### config.mk
export PLATFORM = sky130hd
export DESIGN_NAME = load_store_unit
export DESIGN_NICKNAME = d
export VERILOG_FILES = /design/src/rtl/load_store_unit.sv
export SDC_FILE = /design/constraint.sdc
export NUM_CORES = 1
export LEC_CHECK = 0
export BUFFER_PORTS_ARGS = -buffer_cell sky130_fd_sc_hd__buf_2
export CAP_MARGIN = 20
export CORE_MARGIN = 10
export CORE_UTILIZATION = 30
export DETAILED_ROUTE_END_ITERATION = 6
export PLACE_DENSITY = 0.51
export SLEW_MARGIN = 5
export SYNTH_ARGS = -nofsm -noshare
export SYNTH_HDL_FRONTEND = slang
export SYNTH_SLANG_ARGS = --single-unit
### constraint.sdc
create_clock -name clk -period 3.5 [get_ports clk]
set_input_delay 0.175 -clock clk [delete_from_list [all_inputs] [get_ports clk]]
set_output_delay 0.175 -clock clk [all_outputs]
set_load 0.01 [all_outputs]
### src/rtl/load_store_unit.sv
// Load/store initiator for a byte-masked, combinational-read data memory.
// Word-crossing accesses are either split into two beats or rejected, depending on SPLIT_EN.
module load_store_unit #(
  parameter bit SPLIT_EN = 1'b1
) (
  input  logic        clk,
  input  logic        reset,
  input  logic        req_valid,
  output logic        req_ready,
  input  logic        req_store,
  input  logic [2:0]  req_funct3,
  input  logic [31:0] req_addr,
  input  logic [31:0] req_wdata,
  output logic        resp_valid,
  output logic [31:0] resp_rdata,
  output logic        resp_err,
  output logic [31:0] mem_a,
  output logic [31:0] mem_wd,
  output logic [3:0]  mem_wmask,
  input  logic [31:0] mem_rd
);

  typedef enum logic [1:0] {IDLE, BEAT0, BEAT1, RESP} state_t;

  state_t      state, state_nx;
  logic        st_q;
  logic [2:0]  f3_q;
  logic [31:0] addr_q, wdata_q, rd0_q;

  function automatic logic [2:0] size_of(input logic [1:0] sz);
    case (sz)
      2'b00:   size_of = 3'd1;
      2'b01:   size_of = 3'd2;
      default: size_of = 3'd4;
    endcase
  endfunction

  function automatic logic crosses(input logic [1:0] o, input logic [1:0] sz);
    crosses = ({1'b0, o} + size_of(sz)) > 3'd4;
  endfunction

  // Incoming decode: only used to pick the error path at acceptance.
  logic accept, req_illegal, req_err;
  assign accept      = req_valid & req_ready;
  assign req_illegal = (req_funct3 == 3'b011) || (req_funct3[2:1] == 2'b11) ||
                       (req_store && req_funct3[2]);
  assign req_err     = req_illegal || (!SPLIT_EN && crosses(req_addr[1:0], req_funct3[1:0]));

  // Registered-request lane placement, shared by both beats.
  logic [1:0]  off;
  logic [3:0]  bmask;
  logic [7:0]  m8;
  logic [63:0] wd64;
  logic        split_q;

  assign off     = addr_q[1:0];
  assign split_q = crosses(off, f3_q[1:0]);
  assign bmask   = (f3_q[1:0] == 2'b00) ? 4'b0001 :
                   (f3_q[1:0] == 2'b01) ? 4'b0011 : 4'b1111;
  assign m8      = {4'b0000, bmask} << off;
  assign wd64    = {32'h0, wdata_q} << {off, 3'b000};

  // Load assembly: at the end of BEAT1 the live read is the upper word.
  logic [31:0] lo_w, hi_w, shifted, load_res;
  logic [63:0] rd64;

  assign lo_w    = (state == BEAT1) ? rd0_q  : mem_rd;
  assign hi_w    = (state == BEAT1) ? mem_rd : 32'h0;
  assign rd64    = {hi_w, lo_w} >> {off, 3'b000};
  assign shifted = rd64[31:0];

  always_comb begin
    case (f3_q)
      3'b000:  load_res = {{24{shifted[7]}}, shifted[7:0]};
      3'b001:  load_res = {{16{shifted[15]}}, shifted[15:0]};
      3'b100:  load_res = {24'h0, shifted[7:0]};
      3'b101:  load_res = {16'h0, shifted[15:0]};
      default: load_res = shifted;
    endcase
  end

  always_ff @(posedge clk) begin
    if (reset) begin
      state      <= IDLE;
      st_q       <= 1'b0;
      f3_q       <= 3'b000;
      addr_q     <= 32'h0;
      wdata_q    <= 32'h0;
      rd0_q      <= 32'h0;
      resp_rdata <= 32'h0;
      resp_err   <= 1'b0;
    end else begin
      state <= state_nx;
      if (accept) begin
        st_q    <= req_store;
        f3_q    <= req_funct3;
        addr_q  <= req_addr;
        wdata_q <= req_wdata;
      end
      if (state == BEAT0) rd0_q <= mem_rd;
      if (state_nx == RESP && state != RESP) begin
        resp_err   <= (state == IDLE) ? req_err : 1'b0;
        resp_rdata <= (state == IDLE || st_q) ? 32'h0 : load_res;
      end
    end
  end

  always_comb begin
    state_nx = state;
    case (state)
      IDLE:    if (accept) state_nx = req_err ? RESP : BEAT0;
      BEAT0:   state_nx = split_q ? BEAT1 : RESP;
      BEAT1:   state_nx = RESP;
      default: state_nx = IDLE;
    endcase
  end

  // Write enables are suppressed while reset is high so an interrupted beat never lands.
  always_comb begin
    req_ready  = (state == IDLE);
    resp_valid = (state == RESP);
    mem_a      = 32'h0;
    mem_wd     = 32'h0;
    mem_wmask  = 4'b0000;
    case (state)
      BEAT0: begin
        mem_a  = {addr_q[31:2], 2'b00};
        mem_wd = wd64[31:0];
        if (st_q && !reset) mem_wmask = m8[3:0];
      end
      BEAT1: begin
        mem_a  = {addr_q[31:2] + 30'd1, 2'b00};
        mem_wd = wd64[63:32];
        if (st_q && !reset) mem_wmask = m8[7:4];
      end
      default: ;
    endcase
  end

endmodule

==> impl_results.md, run 1 <==
* Status: finished, final reports clean
* Core area at 26,100 um2
* Synth Area in Simple Gates at 19.4%
* Most common cell after layout, fill and taps aside: buf_2
* Worst path slowest cell: nor2b_1
* Power per cell area at 652 nW/um2
* RSZ-0062 raised after global routing: no
* Clock transition at path regs at 60 ps
* Largest fanout on the critical path at 30
* Final setup violation count at 0
* CP Class: reg2out
* Register bit total from synthesis at 135
* Register share of total power at 31.6%
* # Post-CTS Setup Buffers at 0
* Sink of the worst hold path: rd0_q[27]
* Max-cap viol count at 0
* IO buf count at 203
* CP Launch Point: addr_q[1]
* Slew Limit Fails at 0
* Ys Warns at 0
* IO Count at 206
* Setup Total Neg Slack at 0 ps
* Switch share at 41.4%
* Die Ht at 183 um
* Compound-cell area share of the yosys netlist at 25.3%
* Worst hold slack at 13.1 ps
* Detail Route Antenna Nets at 0
* Routed Wire Length at 30,100 um
* Startpoint types: flop
* Hold Crit Class: in2reg
* Gp weighted congestion at 0.800
* Slew margin rel. at 43.6%
* Worst-margin pin slew at 846 ps
* Starting Density at 30.6%
* Tot GR Track Use at 17.3%
* Pre-antenna DRT Iters at 5
* Largest family of logic cells by synthesized area: compound AO/OA/AOI/OAI gates
* R2r setup slk at 640 ps
* First-pass GRT wire length at 46,600 um
* Fmax at 0.338 GHz
* Largest net degree at the start of global routing at 70
* Final net count at 1,347
* Placed wire-length estimate at 21,900 um
* Vias/cell at 5.24
* Synthesized area at 8000 um2
* Reg2Reg Depth at 11
* Hold Path Stages at 3
* Hold path start: mem_rd[27]
* CTS root buffer: clkbuf_16
* Register area share after synthesis at 33.8%
* RR Endpoint: resp_rdata[17]
* CTS buffer count at 17
* CTS hold repair buffers at 54
* Clock Power Share at 26.3%
* Number of flops mapped to enable cells by yosys at 0
* Total power draw at 6.81 mW
* Final hold violation count at 0
* Yosys cell types at 60
* Peak VDD IR at 0.403 mV
* Post-Synth XOR/XNOR Area at 0.329%
* Standard-cell row count at 59
* Crit path time final at 2960 ps
* # DRC at 0
* Critical R2R Launch: f3_q[0]
* Drt initial violations at 730
* Fillers at 2,783
* NetSw at 2.82 mW
* Adder-cell share of the synthesized area at 1.19%
* Share of cells above drive strength 1 at 25.0%
* Cell count after synthesis at 1,020
* Comb power frac at 42.1%
* Setup Skew at 9.51 ps
* Leakage at 4.14 nW
* Syn avg cell area at 7.84 um2
* Crit path arrival time at 2780 ps
* CP Capture Type: output port
* Vias in the first global route at 8,134
* DR vias at 8,309
* Worst path max stage delay at 610 ps
* Initial antenna violation count at 1
* GRT overflow at 0
* Syn-to-layout area delta at 30.5%
* Internal power at 3.99 mW
* Die Footprint at 33,600 um2
* DR WL/cell at 19.0 um
* Crit share post-route at 84.5%
* CTS H-tree depth at 4
* CP Cell Sequence: buf_4 > nor2b_1 > o21ai_0 > a21oi_1 > buf_2
* CTS tree: built
* Ys async rst share at 0%
* Ys flop type: dfxtp_1
* Most frequent cells in the layout: buf_2, nand2_1, dfxtp_1
* Die width at 183 um
* Clk_lat worst skew at 420 ps
* Post-synthesis mux area share at 15.3%
* CTS sink count at 135
* # resized after CTS at 0
* Max Root-Sink Buffers at 2
* Critical Path RT at 3320 ps
-- power groups by stage --
| stage | Clock, mW | Sequential, mW | Combinational (mW) |
|---|---|---|---|
| 6_report | 1.79 | 2.15 | 2.86 |
| 3_3_place_gp | 0 | 2.17 | 2.81 |
| 4_1_cts | 1.84 | 2.14 | 2.89 |
| 2_1_floorplan | 0 | 2.10 | 1.96 |
| 5_1_grt | 1.90 | 2.19 | 3.14 |
| 3_5_place_dp | 0 | 2.18 | 2.83 |
-- kinds of logic after synthesis --
| family | Yosys count |
|---|---|
| flip-flops | 135 |
| adder cells (fa/ha/maj) | 7 |
| multiplexers | 117 |
| buffers and inverters | 95 |
| XOR/XNOR | 3 |
| other | 1 |
| AO/OA/AOI/OAI | 299 |
| AND/OR/NAND/NOR | 363 |
-- per-layer routing --
layer	routed length (um)	vias to the layer above	part of all wire, %	global-route usage (%)
li1	-	4115	-	-
met1	13700	3942	45	22.0
met2	14300	227	48	28.8
met3	1620	25	5.4	3.91
met4	470	0	1.6	4.98
met5	0	-	0	0
-- area by class of cell --
class                           count  area (um2)  share of cell area (%)
Antenna cell                        2        5.00                  0.0479
Clock buffer                       18         429                    4.11
Clock inverter                     14         151                    1.45
Inverter                            7        26.3                   0.252
Multi-Input combinational cell    791        4930                    47.2
Sequential cell                   135        2710                    25.9
Tap cell                          335         419                    4.02
Timing Repair Buffer              285        1770                    16.9
-- synthesized netlist by cell type, types with 2 or more instances --
cell type,number,area (um2)
a211oi_1,10,75.1
nand3_1,28,140
ha_1,6,75.1
o2bb2ai_1,6,52.6
o211ai_1,8,60.1
and3_1,9,56.3
buf_4,3,22.5
a32oi_1,2,17.5
dfxtp_1,135,2700
o21ai_0,65,325
a221o_1,7,70.1
or3_1,4,25.0
nand2b_1,4,25.0
buf_2,3,15.0
o311ai_0,7,61.3
a21oi_1,97,485
xor2_1,2,17.5
o2bb2ai_2,10,150
and2_1,3,18.8
a22o_1,21,184
nor2_1,86,323
nand2_1,194,728
mux2_2,20,225
mux4_2,2,45.0
a32o_1,2,20.0
nor2b_1,9,56.3
clkbuf_1,73,274
nand3b_1,3,22.5
nand4_1,9,56.3
o221a_2,7,78.8
buf_1,8,30.0
a21o_1,3,22.5
o22a_1,9,78.8
mux2i_1,95,951
nor3_1,6,30.0
a22oi_1,14,105
a41oi_1,2,17.5
o31ai_1,16,120
inv_1,5,18.8
a31oi_1,7,43.8
-- through the flow --
step / cell area, um2 / utilization (%) / worst slack [ps] / cells
3_5_place_dp: 9310 / 35.6 / 642 / 1499
5_1_grt: 10400 / 39.9 / 364 / 1586
3_3_place_gp: 9310 / 35.6 / 672 / 1499
6_report: 10400 / 39.9 / 543 / 1587
2_1_floorplan: 8000 / - / 425 / 1021
4_1_cts: 10400 / 39.9 / 508 / 1585
-- state kept, by name, indices dropped and copies added, names as in the netlist --
name        flops
addr_q         32
state           2
st_q            1
f3_q            3
resp_err        1
rd0_q          32
resp_rdata     32
wdata_q        32
-- critical path: cells and delay by family (launching register included) --
family | cells | cell delay [ps]
AO/OA/AOI/OAI | 2 | 560
AND/OR/NAND/NOR | 1 | 610
flip-flops | 1 | 540
buffers and inverters | 2 | 640
-- worst max path at each step --
stage,end,depth (start not counted)
6_report,mem_wmask[2],5
5_1_grt,mem_wmask[0],6
4_1_cts,mem_wmask[0],6
3_5_place_dp,resp_rdata[20],11
3_3_place_gp,resp_rdata[18],11
2_1_floorplan,resp_rdata[30],10
(Power assumes the default switching activity.)
==> run 2, diff against run 1 <==
--- a/config.mk
+++ b/config.mk
@@ -5,6 +5,7 @@
 export SDC_FILE = /design/constraint.sdc
 export NUM_CORES = 1
 export LEC_CHECK = 0
+export ABC_AREA = 1
 export BUFFER_PORTS_ARGS = -buffer_cell sky130_fd_sc_hd__buf_2
 export CAP_MARGIN = 20
 export CORE_MARGIN = 10
==> constraint.sdc (replaced) <==
create_clock -name clk -period 2.9 [get_ports clk]
set_input_delay 0.145 -clock clk [delete_from_list [all_inputs] [get_ports clk]]
set_output_delay 0.145 -clock clk [all_outputs]
set_load 0.01 [all_outputs]
==> impl_results.md, run 2 <==
* Status: finished with violations
* Failing checks: negative hold slack
* Die width at 187 um
* Clk_lat worst skew at 420 ps
* CP Cell Sequence: inv_1 > ha_2 > buf_4 > nand2_1 > clkinvlp_4 > a221oi_1 > nor2_1 > buf_2
* Critical Path RT at 2760 ps
* GRT overflow at 0
* Internal power at 5.29 mW
* CTS sink count at 135
* Ys Warns at 0
* Core area at 27,700 um2
* Reg2Reg Depth at 12
* First-pass GRT wire length at 53,600 um
* Critical R2R Launch: f3_q[0]
* Slew Limit Fails at 0
* Most frequent cells in the layout: nand2_1, buf_2, nor2_1
* Fmax at 0.368 GHz
* Initial antenna violation count at 3
* Cell count after synthesis at 1,363
* Final net count at 1,676
* IO Count at 206
* Post-synth top area cell: dfxtp_1
* Largest fanout on the critical path at 20
* Share of cells above drive strength 1 at 18.8%
* Final hold violation count at 1
* Placed wire-length estimate at 24,700 um
* Worst path max stage delay at 430 ps
* Die Footprint at 35,000 um2
* Worst hold slack at -4.65 ps
* Crit path time final at 2720 ps
* Routed Wire Length at 34,100 um
* Number of flops mapped to enable cells by yosys at 0
* CTS H-tree depth at 4
* DR vias at 9,847
* Ys flop type: dfxtp_1
* Vias in the first global route at 9,557
* IO buf count at 203
* Fillers at 3,031
* Crit path arrival time at 2570 ps
* Startpoint types: flop
* Top post-synthesis cells by area: dfxtp_1, nand2_1, o21ai_0
* Standard-cell row count at 61
* CTS root buffer: clkbuf_16
* CP Capture Type: output port
* Detail Route Antenna Nets at 0
* Yosys cell types at 46
* # DRC at 0
* R2r setup slk at 290 ps
* Vias/cell at 5.03
* Top-area cell type share of the netlist area at 32.2%
* Hold Path Stages at 3
* Crit share post-route at 93.6%
* Register area share after synthesis at 32.2%
* CP Class: reg2out
* Top post-synthesis cells by count: nand2_1, nor2_1, o21ai_0, a21oi_1, dfxtp_1
* Ys async rst share at 0%
* Clock transition at path regs at 70 ps
* Worst-margin pin slew at 701 ps
* CTS buffer count at 17
* Register share of total power at 27.9%
* Critical path's top delay family: buffers and inverters
* Count leader, synth: nand2_1
* Comb power frac at 49.7%
* Gp weighted congestion at 0.920
* Hold Crit Class: in2reg
* Largest net degree at the start of global routing at 106
* Most common cell after layout, fill and taps aside: nand2_1
* RR Endpoint: resp_err
* Multi-input gate area at 4900 um2
* Synthesized area at 8380 um2
* Starting Density at 30.2%
* Clock Power Share at 22.4%
* Max-cap viol count at 0
* Register area at 2700 um2
* NetSw at 4.81 mW
* Worst path slowest cell: a221oi_1
* CTS tree: built
* Sink of the worst hold path: addr_q[8]
* DR WL/cell at 17.4 um
* Crit path buf inv count at 4
* Leakage at 4.67 nW
* Hold path start: req_addr[8]
* Setup Total Neg Slack at 0 ps
* Pre-antenna DRT Iters at 5
* Drt initial violations at 964
* Die Ht at 187 um
* Power per cell area at 941 nW/um2
* Switch share at 47.6%
* Max Root-Sink Buffers at 2
* Slew margin rel. at 53.2%
* Register bit total from synthesis at 135
* Total power draw at 10.1 mW
* RSZ-0062 raised after global routing: no
* Syn avg cell area at 6.15 um2
* Tot GR Track Use at 18.8%
* Syn-to-layout area delta at 28.0%
* Setup Skew at 10.0 ps
* Peak VDD IR at 0.501 mV
* Final setup violation count at 0
-- run 2: changes by cell type in the layout (fill, tap and decap cells not counted), moves of 24 or more --
cell / before / now
nand2_1: 193 / 332
nor2_1: 85 / 182
o21ai_0: 65 / 159
mux2i_1: 95 / 3
inv_1: 5 / 80
nand3_1: 28 / 94
a21oi_1: 97 / 148
o21ai_1: 0 / 24
-- run 2: worst register-to-register path, stage by stage (launching register included) --
cell	delay, ps
dfxtp_1	370
nor2_4	240
ha_1	190
inv_1	50
fa_1	470
nand2_1	50
nand3_1	60
nand2_1	60
nand2_2	140
nand3_4	300
inv_2	330
o21ai_0	130
o211a_1	120
-- run 2: power by group through the flow --
stage               combinational, mW  clock, mW  sequential (mW)
floorplan                        3.47          0             2.78
global placement                 4.93          0             2.84
detailed placement               4.95          0             2.85
CTS                              5.01       2.32             2.81
global route                     5.62       2.39             2.89
finish                           5.02       2.26             2.82
-- run 2: kinds of logic (layout without fill, tap and decap cells) --
logic type | Yosys count | after routing | synth area share, %
compound gates | 374 | 374 | 23.6
xor+xnor | 1 | 1 | 0.105
fa+ha+maj | 7 | 7 | 1.13
buf+inv | 185 | 399 | 9.59
flops | 135 | 135 | 32.2
mux | 3 | 3 | 0.358
other cells | 1 | 5 | 0.0447
simple gates | 657 | 657 | 32.9
-- run 2: routing by layer --
metal / global-route usage (%) / up-vias / share of wire [%]
met4: 5.89 / 0 / 2.2
met1: 24.8 / 4535 / 47
met5: 0 / - / 0
li1: - / 4933 / -
met3: 4.57 / 43 / 6.4
met2: 29.5 / 336 / 45
-- run 2: worst max path at each step --
stage,slack [ps],startpoint,cells after the start,end
3_5_place_dp,250,f3_q[0],12,resp_err
6_report,180,state[0],8,mem_wd[6]
3_3_place_gp,330,f3_q[0],12,resp_err
4_1_cts,50,state[0],7,mem_a[9]
5_1_grt,20,f3_q[0],13,resp_rdata[1]
2_1_floorplan,490,addr_q[1],13,resp_err
-- run 2: stage by stage --
stage | std cells | worst slack [ps] | instance area, um2 | util [%]
final | 1959 | 185 | 10700 | 38.7
after global routing | 1959 | 19.8 | 10700 | 38.7
after CTS | 1956 | 51.0 | 10700 | 38.6
after detailed placement | 1881 | 253 | 9660 | 34.9
after global placement | 1881 | 332 | 9660 | 34.9
after floorplan | 1364 | 494 | 8380 | -
-- run 2: cell type report --
| type | count | share of cell area [%] |
|---|---|---|
| inverters | 94 | 3.38 |
| diodes | 3 | 0.0700 |
| repair buffers | 274 | 15.7 |
| well taps | 378 | 4.41 |
| flip-flops and latches | 135 | 25.2 |
| clock buffers | 17 | 3.97 |
| multi-input cells | 1044 | 45.6 |
| clock inverters | 14 | 1.63 |
-- run 2: repair_timing --
| action | CTS | global route |
|---|---|---|
| resized for setup | 0 | 5 |
| endpoints found under the hold margin | 44 | 0 |
| setup endpoints to repair | 0 | 30 |
| hold buffers | 44 | 0 |
| setup buffers | 0 | 0 |
